## config.mk

```make
export PLATFORM = sky130hd
export DESIGN_NAME = dict_builder
export DESIGN_NICKNAME = d
export VERILOG_FILES = /design/src/rtl/dict_builder_pkg.sv /design/src/rtl/dict_builder.sv
export SDC_FILE = /design/constraint.sdc
export NUM_CORES = 1
export LEC_CHECK = 0
export CORE_MARGIN = 2
export CORE_UTILIZATION = 49
export CTS_BUF_LIST = sky130_fd_sc_hd__clkbuf_4 sky130_fd_sc_hd__clkbuf_8
export CTS_CLUSTER_DIAMETER = 80
export DETAILED_ROUTE_END_ITERATION = 16
export PLACE_DENSITY = 0.78
export SLEW_MARGIN = 10
export SYNTH_ARGS = -nofsm -noshare
export SYNTH_HDL_FRONTEND = slang
export SYNTH_SLANG_ARGS = --single-unit
```

## constraint.sdc

```tcl
create_clock -name clk -period 2.8 [get_ports clk]
set_clock_uncertainty 0.2 [all_clocks]
set_input_delay 0.28 -clock clk [delete_from_list [all_inputs] [get_ports clk]]
set_output_delay 0.28 -clock clk [all_outputs]
set_load 0.005 [all_outputs]
```

## src/rtl/dict_builder_pkg.sv

```systemverilog
// Shared definitions for the dictionary entry builder: FSM state encoding,
// the "no entry yet" link value, and the latched header record.
package FS1;

    // FSM state encoding (3-bit, legacy-compatible constants)
    typedef logic [2:0] state_t;

    localparam state_t ST_IDLE   = 3'd0;
    localparam state_t ST_LINK   = 3'd1;
    localparam state_t ST_LEN    = 3'd2;
    localparam state_t ST_NAME   = 3'd3;
    localparam state_t ST_OP     = 3'd4;
    localparam state_t ST_COMMIT = 3'd5;

    // Link value of an empty dictionary; truncated to the address width
    localparam logic [31:0] DICT_NULL = '1;

    // Header captured when a new entry is accepted
    typedef struct packed {
        logic [7:0] op;
        logic [6:0] len;
        logic       imm;
    } hdr_t;

endpackage

```

## src/rtl/dict_builder.sv

```systemverilog
// Dictionary entry builder. Lays down one entry per accepted header as
//   link (LBYTES, little-endian) | length byte | name bytes | op byte
// through a byte-wide granted write bus, then links it in by updating
// ctx (latest entry) and here (next free byte).
// Optional feature macro: DICT_IMM_EN (immediate flag in length-byte bit 7).
module dict_builder
    import FS1::*;
#(
    parameter int DICT   = 'h100,
    parameter int ASZ    = 17,
    parameter int LBYTES = 2,
    parameter int NMAX   = 31,
    parameter int DEND   = 'h1ffff
) (
    input  logic           clk,
    input  logic           rst,
    input  logic           start,
    input  logic           w_valid,
    output logic           w_ready,
    input  logic [7:0]     w_op,
    input  logic [6:0]     w_len,
    input  logic           w_imm,
    input  logic           ch_valid,
    output logic           ch_ready,
    input  logic [7:0]     ch_data,
    output logic           mem_we,
    output logic [ASZ-1:0] mem_ai,
    output logic [7:0]     mem_vi,
    input  logic           mem_gnt,
    output logic [ASZ-1:0] ctx,
    output logic [ASZ-1:0] here,
    output logic           busy,
    output logic           done,
    output logic           err
);

    state_t         state_q, state_d;
    logic [ASZ-1:0] ctx_q, ctx_d;
    logic [ASZ-1:0] here_q, here_d;
    logic [ASZ-1:0] entry_q, entry_d;
    logic [ASZ-1:0] addr_q, addr_d;
    logic [6:0]     cnt_q, cnt_d;
    hdr_t           hdr_q, hdr_d;
    logic           err_q, err_d;

    logic [ASZ:0]   hdr_end;
    logic           hdr_bad;
    logic [23:0]    link_word;
    logic [7:0]     len_byte;

    // Entry extent check is done one bit wider than the address so a wrap
    // past the top of the address space is still seen as out of range.
    assign hdr_end = {1'b0, here_q} + (ASZ+1)'(LBYTES) + (ASZ+1)'(w_len)
                   + (ASZ+1)'(1);
    assign hdr_bad = (w_len == 7'd0) || (int'(w_len) > NMAX)
                   || (hdr_end > (ASZ+1)'(DEND));
    assign link_word = 24'(ctx_q);

`ifdef DICT_IMM_EN
    assign len_byte = {hdr_q.imm, hdr_q.len[6:0]};

    if (NMAX > 127) begin : g_nmax_check
        $error("dict_builder: NMAX must not exceed 127 when the immediate flag shares the length byte");
    end
`else
    logic unused_imm;

    assign len_byte   = {1'b0, hdr_q.len};
    assign unused_imm = hdr_q.imm;
`endif

    assign w_ready = (state_q == ST_IDLE) && !start;
    assign busy    = (state_q != ST_IDLE);
    assign done    = (state_q == ST_COMMIT);
    assign err     = err_q;
    assign ctx     = ctx_q;
    assign here    = here_q;

    // Write-bus drive: address comes from a register that only advances on
    // a grant, so address/data hold steady while the bus is stalled.
    always_comb begin
        mem_we   = 1'b0;
        mem_ai   = '0;
        mem_vi   = 8'h00;
        ch_ready = 1'b0;
        case (state_q)
            ST_LINK: begin
                mem_we = 1'b1;
                mem_ai = addr_q;
                mem_vi = link_word[{cnt_q[1:0], 3'b000} +: 8];
            end
            ST_LEN: begin
                mem_we = 1'b1;
                mem_ai = addr_q;
                mem_vi = len_byte;
            end
            ST_NAME: begin
                ch_ready = mem_gnt;
                mem_we   = ch_valid;
                mem_ai   = addr_q;
                mem_vi   = ch_data;
            end
            ST_OP: begin
                mem_we = 1'b1;
                mem_ai = addr_q;
                mem_vi = hdr_q.op;
            end
            default: begin
                mem_we = 1'b0;
            end
        endcase
    end

    // Next-state logic: header intake, byte sequencing and final linking.
    always_comb begin
        state_d = state_q;
        ctx_d   = ctx_q;
        here_d  = here_q;
        entry_d = entry_q;
        addr_d  = addr_q;
        cnt_d   = cnt_q;
        hdr_d   = hdr_q;
        err_d   = 1'b0;
        case (state_q)
            ST_IDLE: begin
                if (start) begin
                    ctx_d  = DICT_NULL[ASZ-1:0];
                    here_d = ASZ'(DICT);
                end else if (w_valid) begin
                    if (hdr_bad) begin
                        err_d = 1'b1;
                    end else begin
                        hdr_d.op  = w_op;
                        hdr_d.len = w_len;
                        hdr_d.imm = w_imm;
                        entry_d   = here_q;
                        addr_d    = here_q;
                        cnt_d     = 7'd0;
                        state_d   = ST_LINK;
                    end
                end
            end
            ST_LINK: begin
                if (mem_gnt) begin
                    addr_d = addr_q + ASZ'(1);
                    if (cnt_q == 7'(LBYTES - 1)) begin
                        cnt_d   = 7'd0;
                        state_d = ST_LEN;
                    end else begin
                        cnt_d = cnt_q + 7'd1;
                    end
                end
            end
            ST_LEN: begin
                if (mem_gnt) begin
                    addr_d  = addr_q + ASZ'(1);
                    state_d = ST_NAME;
                end
            end
            ST_NAME: begin
                if (ch_valid && mem_gnt) begin
                    addr_d = addr_q + ASZ'(1);
                    if (cnt_q == hdr_q.len - 7'd1) begin
                        cnt_d   = 7'd0;
                        state_d = ST_OP;
                    end else begin
                        cnt_d = cnt_q + 7'd1;
                    end
                end
            end
            ST_OP: begin
                if (mem_gnt) begin
                    state_d = ST_COMMIT;
                end
            end
            ST_COMMIT: begin
                ctx_d   = entry_q;
                here_d  = addr_q + ASZ'(1);
                state_d = ST_IDLE;
            end
            default: begin
                state_d = ST_IDLE;
            end
        endcase
    end

    // State registers with synchronous active-low reset.
    always_ff @(posedge clk) begin
        if (!rst) begin
            state_q <= ST_IDLE;
            ctx_q   <= DICT_NULL[ASZ-1:0];
            here_q  <= ASZ'(DICT);
            entry_q <= '0;
            addr_q  <= '0;
            cnt_q   <= 7'd0;
            hdr_q   <= '0;
            err_q   <= 1'b0;
        end else begin
            state_q <= state_d;
            ctx_q   <= ctx_d;
            here_q  <= here_d;
            entry_q <= entry_d;
            addr_q  <= addr_d;
            cnt_q   <= cnt_d;
            hdr_q   <= hdr_d;
            err_q   <= err_d;
        end
    end

endmodule

```

==> impl_metrics.json <==
{
  "status": "finished, violations left",
  "violations": "setup timing",
  "hp-class": "in -> reg",
  "cts.sinks": 94,
  "initial_core_util_pct": 50.6,
  "syn-cell-area_um2": 5250,
  "layout_commonest_cell": "dfxtp_1",
  "via_count": 5088,
  "overflow": 0,
  "num_io_pins": 95,
  "synth_flop_cell": "dfxtp_1",
  "fin_ws_ns": -0.0449,
  "antenna_found_initial": 0,
  "cp.buffers_inverters": 6,
  "worstSetupPathType": "reg -> reg",
  "use_met3_pct": 3.69,
  "layout_min_cycle_time_ns": 2.84,
  "maxCapViolations": 0,
  "peakVddDrop_v": 0.000282,
  "yosys.area.top_type_share_pct": 35.8,
  "final_cell_mix": "dfxtp_1, clkdlybuf4s50_1, nand2_1",
  "power.leakage_nw": 2.59,
  "tightest_slew_ns": 1.06,
  "synthArstFlopShare_pct": 0,
  "via_per_inst": 5.86,
  "yosys.area.top_type": "dfxtp_1",
  "synthCells": 603,
  "max_slew_margin_pct": 29.1,
  "drive_gt1_share_pct": 17.1,
  "period_share_pct": 102,
  "synth_area_leaders": "dfxtp_1, mux2i_1, nor2b_1",
  "powerDensity_nw_per_um2": 512,
  "htreeDepth": 3,
  "ys_ff_latch": 94,
  "switchingPower_w": 0.00127,
  "swShare_pct": 34.9,
  "syn-num-nets": 651,
  "hold_violations": 0,
  "clkPwrFrac_pct": 25.7,
  "crit_slowest_cell": "dfxtp_2",
  "die_area_um2": 11600,
  "ant_nets": 0,
  "cts_made_buffers": 9,
  "clock-root-buffer": "clkbuf_8",
  "avgSynthCellArea_um2": 8.71,
  "cp-end-kind": "register",
  "drt-total-wl_um": 16300,
  "rows": 37,
  "dp_hpwl_um": 10900,
  "cts_buffer_depth": 2,
  "required_ns": 2.86,
  "dpl-instance-area_um2": 6510,
  "crit_path_max_fanout": 4,
  "rsz0062_at_grt": "true",
  "firstDrtPassIters": 6,
  "total_power_w": 0.00363,
  "io_buffers": 93,
  "clock_latency_ns": 0.39,
  "internal_power_w": 0.00236,
  "arrival_ns": 2.91,
  "tns_ns": -0.0458,
  "crit_family": "adder cells",
  "ys.warnings.count": 0,
  "grt_start_max_net_pins": 43,
  "wl_per_cell_um": 18.8,
  "grt_usage_pct": 26.6,
  "die_w_um": 108,
  "fin_area_um2": 7080,
  "syn_to_final_growth_pct": 34.9,
  "ys_types": 69,
  "globalRoute.busiestLayer": "met2",
  "coreArea_um2": 10400,
  "timing.hold.ws_ns": 0.167,
  "drv_slew": 0,
  "grt_pass1_wl_um": 24100,
  "grt_pass1_vias": 4654,
  "max_freq_mhz": 352,
  "combPwrFrac_pct": 35.4,
  "use_met1_pct": 35.6,
  "first_iter_violations": 464,
  "seq_area_frac_synth_pct": 35.8,
  "die_y_um": 108,
  "setup_viol": 2,
  "n_antenna_cell": 0,
  "pwr-share-seq_pct": 38.9,
  "cts_tree": "built",
  "synth_edf_count": 0,
  "gr-usage-met2_pct": 43.6,
  "fill_cells": 829,
  "path_cells": "inv_2 -> ha_4 -> inv_4 -> ha_4 -> inv_2 -> fa_2 -> nand2b_4 -> a21oi_2 -> o21ai_2 -> mux2i_2 -> a211oi_4 -> buf_12 -> clkbuf_16 -> buf_6 -> mux2i_1 -> nor2_1",
  "cts.clk_slew.worst_paths_ns": 0.11,
  "critPathMaxStageDelay_ns": 0.35,
  "place.gp.congestion": 0.940,
  "drc_errors": 0,
  "start_kind": "register",
  "hold_buffers": 0,
  "final_nets": 775
}
cell usage after synthesis (all sizes together), types with 14 or more instances:
library cell / number
nor2b: 40
inv: 16
nand2: 65
nor2: 35
nand3: 19
mux2i: 56
and2: 26
o21ai: 35
dfxtp: 94
clkbuf: 28
buf: 15
ha: 17
xnor2: 14
o22ai: 19
worst reg2reg max path, stage by stage, from the launching register on:
cell	delay [ns]
dfxtp_2	0.35
inv_2	0.05
ha_4	0.27
inv_4	0.03
ha_4	0.15
inv_2	0.04
fa_2	0.18
nand2b_4	0.12
a21oi_2	0.05
o21ai_2	0.18
mux2i_2	0.12
a211oi_4	0.29
buf_12	0.16
clkbuf_16	0.14
buf_6	0.09
mux2i_1	0.23
nor2_1	0.07
sequential cells by signal, summed over array words and instances, names as in the netlist:
register,count
entry_q,17
ctx,17
here,17
addr_q,17
state_q,3
hdr_q,15
err,1
cnt_q,7
worst paths after layout:
path | start | to | slack, ns | cells after the start
setup reg to reg | here[1] | addr_q[3] | -0.04 | 16
setup / recovery | here[1] | addr_q[3] | -0.04 | 16
hold / removal | rst | state_q[2] | 0.17 | 3
hold reg to reg | entry_q[0] | ctx[0] | 0.30 | 2
metal layers:
layer	part of all wire (%)	wire [um]	up-vias
met5	0	0	-
met2	47	7700	234
li1	-	-	2372
met4	3.8	614	0
met3	6.3	1020	59
met1	43	6940	2423
per-stage QoR:
stage | setup WS [ns] | utilization (%) | cells
finish | -0.0449 | 68.3 | 868
global route | -0.121 | 68.3 | 868
CTS | -0.00396 | 65.6 | 858
detailed placement | -0.615 | 62.8 | 838
global placement | -0.514 | 62.8 | 838
floorplan | 0.00324 | - | 603
area by class of cell:
cell class                      instances  area (um^2)  share of cell area [%]
Clock inverter                          7         73.8                    1.04
Multi-Input combinational cell        450         3210                    45.3
Timing Repair Buffer                  156         1560                    22.0
Sequential cell                        94         1890                    26.6
Inverter                               16         62.6                   0.883
Clock buffer                            9          124                    1.75
Tap cell                              136          170                    2.40
power by group through the flow:
stage          clock, W  combinational (W)  sequential [W]
2_1_floorplan         0           0.000643         0.00143
3_3_place_gp          0           0.000997         0.00144
3_5_place_dp          0            0.00102         0.00144
4_1_cts        0.000928            0.00105         0.00141
5_1_grt        0.000990            0.00135         0.00142
6_report       0.000932            0.00129         0.00141
cells by family after synthesis:
logic type	Yosys count	synth area share, %
buffers and inverters	59	5.65
muxes	57	10.9
adders and majority gates	18	4.43
DFF	94	35.8
xor gates and xnor gates	24	4.00
AOI/OAI and AO/OA	116	15.4
and+or+nand+nor	235	23.7
repair_timing:
| action | CTS | global route |
|---|---|---|
| endpoints found under the setup margin | 75 | 68 |
| endpoints found under the hold margin | 0 | 0 |
| buffers inserted | 3 | 6 |
| resized for setup | 16 | 31 |
| cloned | 1 | 4 |
| pin swaps | 4 | 9 |
No activity file was read; power rests on OpenSTA's default activity.
